<file path="config.mk">
export PLATFORM = sky130hd
export DESIGN_NAME = flag_scan
export DESIGN_NICKNAME = d
export VERILOG_FILES = /design/src/rtl/flag_scan.sv
export SDC_FILE = /design/constraint.sdc
export NUM_CORES = 1
export LEC_CHECK = 0
export CORE_UTILIZATION = 44
export DETAILED_ROUTE_END_ITERATION = 10
export PLACE_DENSITY = 0.78
export SETUP_SLACK_MARGIN = 0.05
export SLEW_MARGIN = 10
export SYNTH_ARGS = -nofsm -noshare
export SYNTH_HDL_FRONTEND = slang
export SYNTH_SLANG_ARGS = --single-unit
</file>
<file path="constraint.sdc">
create_clock -name clock -period 2.85 [get_ports clock]
set_input_delay 0.7125 -clock clock [delete_from_list [all_inputs] [get_ports clock]]
set_output_delay 0.7125 -clock clock [all_outputs]
set_load 0.03 [all_outputs]
</file>
<file path="src/rtl/flag_scan.sv">
// rtl/flag_scan.sv - scans NUM_FLAGS consecutive register words and reports which match
// Each word is sampled RD_LATENCY edges after its address is presented.
module flag_scan #(
  parameter int                    WORD_WIDTH  = 16,
  parameter int                    ADDR_WIDTH  = 16,
  parameter int                    NUM_FLAGS   = 4,
  parameter logic [ADDR_WIDTH-1:0] BASE_ADDR   = '0,
  parameter int                    RD_LATENCY  = 1,
  parameter logic [WORD_WIDTH-1:0] MATCH_VALUE = {{(WORD_WIDTH-1){1'b0}}, 1'b1}
) (
  input  logic                               clock,
  input  logic                               rst,
  input  logic                               start,
  input  logic                               match_mode,
  input  logic [WORD_WIDTH-1:0]              data_in,
  output logic [ADDR_WIDTH-1:0]              address,
  output logic [NUM_FLAGS-1:0]               flags,
  output logic [$clog2(NUM_FLAGS+1)-1:0]     match_count,
  output logic                               any_match,
  output logic                               busy,
  output logic                               done
);

  localparam int CW = $clog2(NUM_FLAGS + 1);
  localparam int IW = (NUM_FLAGS > 1) ? $clog2(NUM_FLAGS) : 1;
  localparam int LW = (RD_LATENCY > 1) ? $clog2(RD_LATENCY) : 1;
  localparam logic [IW-1:0] LAST_IDX  = IW'(NUM_FLAGS - 1);
  localparam logic [LW-1:0] LAST_WAIT = LW'(RD_LATENCY - 1);

  typedef enum logic [1:0] {
    IDLE = 2'd0,
    READ = 2'd1,
    DONE = 2'd2
  } state_t;

  state_t         state;
  state_t         state_next;
  logic [IW-1:0]  index;
  logic [LW-1:0]  wait_cnt;
  logic           mode;
  logic           accept;
  logic           sample;
  logic           last;
  logic           hit;

  always_comb begin
    state_next = IDLE;
    accept     = 1'b0;
    sample     = 1'b0;
    last       = (index == LAST_IDX);
    hit        = mode ? (data_in != '0) : (data_in == MATCH_VALUE);
    case (state)
      IDLE, DONE: begin
        state_next = state;
        if (start) begin
          accept     = 1'b1;
          state_next = READ;
        end
      end
      READ: begin
        state_next = READ;
        // wait_cnt counts edges since the address last moved
        if (wait_cnt == LAST_WAIT) begin
          sample = 1'b1;
          if (last) state_next = DONE;
        end
      end
      default: state_next = IDLE;
    endcase
  end

  always_ff @(posedge clock) begin
    if (rst) state <= IDLE;
    else     state <= state_next;
  end

  always_ff @(posedge clock) begin
    if (rst) begin
      address     <= BASE_ADDR;
      index       <= '0;
      wait_cnt    <= '0;
      mode        <= 1'b0;
      flags       <= '0;
      match_count <= '0;
    end else if (accept) begin
      address     <= BASE_ADDR;
      index       <= '0;
      wait_cnt    <= '0;
      mode        <= match_mode;
      flags       <= '0;
      match_count <= '0;
    end else if (state == READ) begin
      if (sample) begin
        wait_cnt <= '0;
        for (int i = 0; i < NUM_FLAGS; i++) begin
          if (index == IW'(i)) flags[i] <= hit;
        end
        match_count <= match_count + CW'(hit);
        // address stays on the last word once the scan completes
        if (!last) begin
          index   <= index + IW'(1);
          address <= address + ADDR_WIDTH'(1);
        end
      end else begin
        wait_cnt <= wait_cnt + LW'(1);
      end
    end
  end

  assign any_match = |flags;
  assign busy      = (state == READ);
  assign done      = (state == DONE);

endmodule

</file>
==> results.py, run 1 <==
metrics = {
    "die": {
        "dieHeight_um": 56.9,
        "rows": 19,
        "dieArea_sq_um": 3230,
        "coreArea_sq_um": 2810,
        "dieWidth_um": 56.9,
        "start_util_pct": 47.2,
        "boundaryPins": 46,
    },
    "global_route": {
        "grt_pass1_vias": 1253,
        "grt_usage_pct": 22.1,
        "antenna_found_initial": 0,
        "grt_pass1_wl_um": 5550,
        "grt_start_max_net_pins": 27,
        "overflow": 0,
    },
    "critical_path": {
        "cp-end-kind": "output port",
        "reg2reg_slack_ps": 400,
        "max_stage_delay_ps": 620,
        "start_kind": "flop",
        "cp_data_arrival_time_ps": 1830,
        "crit_path_max_fanout": 3,
        "slowest_stage": "clkdlybuf4s50_1",
        "path_cells": "or4_1, clkdlybuf4s50_1",
        "required_ps": 2140,
        "path_class": "reg2out",
    },
    "clock_network": {
        "cts_buffers": 5,
        "cts_root_buffer": "clkbuf_4",
        "cts_hold_buffers": 0,
        "tritoncts": "done",
        "cts.sinks": 29,
        "clk_path_buf_depth": 2,
        "cts_setup_buffers": 0,
        "cts_resized": 0,
        "path_clk_slew_ps": 90,
        "cts_max_level": 2,
        "clk_latency_ps": 320,
    },
    "yosys": {
        "synth_cell_types": 27,
        "synth_seq_cells": 29,
        "synth_ff_type": "dfxtp_1",
        "synth_xor_area_share_pct": 7.27,
        "synth.top_cell.area_share_pct": 43.8,
        "synthSimpleGateAreaFrac_pct": 25.6,
        "ys_top_cells_by_area": "dfxtp_1 44%, ha_1 6.6%, a21oi_1 4.9%",
        "synth-async-reset-ratio_pct": 0,
        "synth_most_common_cell": "dfxtp_1",
        "syn-instance-count": 150,
        "synth_common_cells": "29 x dfxtp_1, 17 x nor2_1, 13 x a21oi_1",
        "synth_compound_area_share_pct": 10.3,
        "synth_nets": 177,
        "yosysTopAreaCell": "dfxtp_1",
        "synth-adder-area-share_pct": 6.61,
        "yosysSeqAreaShare_pct": 43.8,
        "synth_area_per_cell_sq_um": 8.83,
        "synthMuxAreaShare_pct": 3.02,
        "yosys_warnings": 0,
        "syn_area_sq_um": 1330,
        "synth_top_family_by_area": "simple AND/OR/NAND/NOR gates",
        "synth_edf_count": 0,
    },
    "drt": {
        "firstDrtPassIters": 7,
        "ant_nets": 0,
        "drt-initial-drc-count": 48,
        "vias_per_cell": 5.59,
        "wl_per_cell_um": 14.0,
        "vias": 1292,
        "drc": 15,
        "wl_um": 3240,
    },
    "timing": {
        "timing.hold.ws_ps": 501,
        "hold_violations": 0,
        "max_freq_mhz": 393,
        "worst_pin_slew_ps": 533,
        "min_period_ps": 2540,
        "slew_headroom_pct": 64.1,
        "tns_ps": 0,
        "clock_skew_ps": 4.31,
        "slew_viol_final": 0,
        "setup_viol": 0,
        "rsz0062_at_grt": "false",
        "period_share_pct": 89.3,
    },
    "power": {
        "vdd_drop_max_mv": 0.312,
        "power_mw": 0.766,
        "p_leak_nw": 0.650,
        "powerDensity_nw_per_um2": 409,
    },
    "finish": {
        "layout-drive-gt1-share_pct": 6.50,
        "nets": 227,
        "syn_to_final_growth_pct": 41.4,
        "fin_area_sq_um": 1870,
        "num-fill-cells": 239,
        "diodes": 0,
    },
    "run": {
        "drv_cap": 0,
    },
    "status": {
        "status": "finished with violations",
        "failed_checks": "design-rule violations",
    },
    "placed_design": {
        "io_buffers": 45,
        "placed_area_sq_um": 1820,
        "globalplace.congestion": 0.737,
        "dpl.hpwl_um": 2340,
    },
    "worst_hold_path": {
        "worstHoldPathType": "reg2reg",
    },
}
## kinds of logic (layout without fill, tap and decap cells)
family / count (synthesis) / after routing
xor gates and xnor gates: 11 / 11
AOI/OAI and AO/OA: 23 / 23
adders and majority gates: 7 / 7
muxes: 4 / 4
DFF: 29 / 29
buffers and inverters: 12 / 62
and+or+nand+nor: 64 / 64
## critical path: cells and delay by family, from the launching register on
kind	cells	cell delay, ps
buffers and inverters	1	620
DFF	1	330
and+or+nand+nor	1	560
## power breakdown
| part | leakage [nW] | internal, mW | switching, mW | total, mW |
|---|---|---|---|---|
| clock network | 0.0314 | 0.116 | 0.136 | 0.252 |
| logic | 0.384 | 0.0496 | 0.0481 | 0.0977 |
| registers | 0.234 | 0.411 | 0.00583 | 0.417 |
| total | 0.650 | 0.577 | 0.190 | 0.766 |
## layer usage
| layer | up-vias | track usage, % | share of wire, % | wire length [um] |
|---|---|---|---|---|
| met3 | 5 | 6.45 | 8.6 | 280 |
| met1 | 596 | 25.5 | 44 | 1420 |
| li1 | 636 | - | - | - |
| met4 | 0 | 8.36 | 1.0 | 34 |
| met2 | 55 | 38.3 | 47 | 1510 |
| met5 | - | 0 | 0 | 0 |
## sequential cells by signal, indices dropped and copies added (netlist names)
signal / count
address: 16
flags: 4
index: 2
match_count: 3
mode: 1
state: 2
wait_cnt: 1
## placed cells by master, fill, tap and decap left out, drive strengths merged, types with 6 or more instances in the layout
cell           synthesis  layout
clkbuf                 5       7
or3                    6       6
clkdlybuf4s50          0      45
inv                    7       7
xnor2                  7       7
dfxtp                 29      29
ha                     7       7
nand4                  6       6
nor2                  17      17
a21oi                 13      13
nand2                 12      12
nor4                   7       7
## stage by stage
step / util (%) / worst slack (ps) / instances
after detailed placement: 64.8 / 177 / 224
after CTS: 66.8 / 275 / 231
after floorplan: - / 669 / 150
after global routing: 66.8 / 245 / 231
final: 66.8 / 306 / 231
after global placement: 64.8 / 268 / 224
## final cells by class
type / count / area [sq um] / share of cell area (%)
timing repair buffer: 48 / 473 / 25.3
sequential: 29 / 581 / 31.0
tap: 31 / 38.8 / 2.07
inverter: 7 / 26.3 / 1.40
clock buffer: 7 / 55.1 / 2.94
multi-input combinational: 109 / 699 / 37.3
## worst paths after layout
check	from	end	cells past startpoint
hold reg to reg	index[0]$_SDFFE_PP0P_	index[0]$_SDFFE_PP0P_	2
setup / recovery	flags[3]$_SDFFE_PP0P_	any_match	2
hold / removal	index[0]$_SDFFE_PP0P_	index[0]$_SDFFE_PP0P_	2
setup reg to reg	index[0]$_SDFFE_PP0P_	address[12]$_SDFFE_PP0P_	5
Note: power is estimated with default switching activity, not from simulation.
==> run 2: changes to the inputs <==
--- a/config.mk
+++ b/config.mk
@@ -9,7 +9,6 @@
 export DETAILED_ROUTE_END_ITERATION = 10
 export PLACE_DENSITY = 0.78
 export SETUP_SLACK_MARGIN = 0.05
-export SLEW_MARGIN = 10
 export SYNTH_ARGS = -nofsm -noshare
 export SYNTH_HDL_FRONTEND = slang
 export SYNTH_SLANG_ARGS = --single-unit
==> results of run 2 <==
Same layout as run 1: the final DEF is identical, and so are final timing and power.
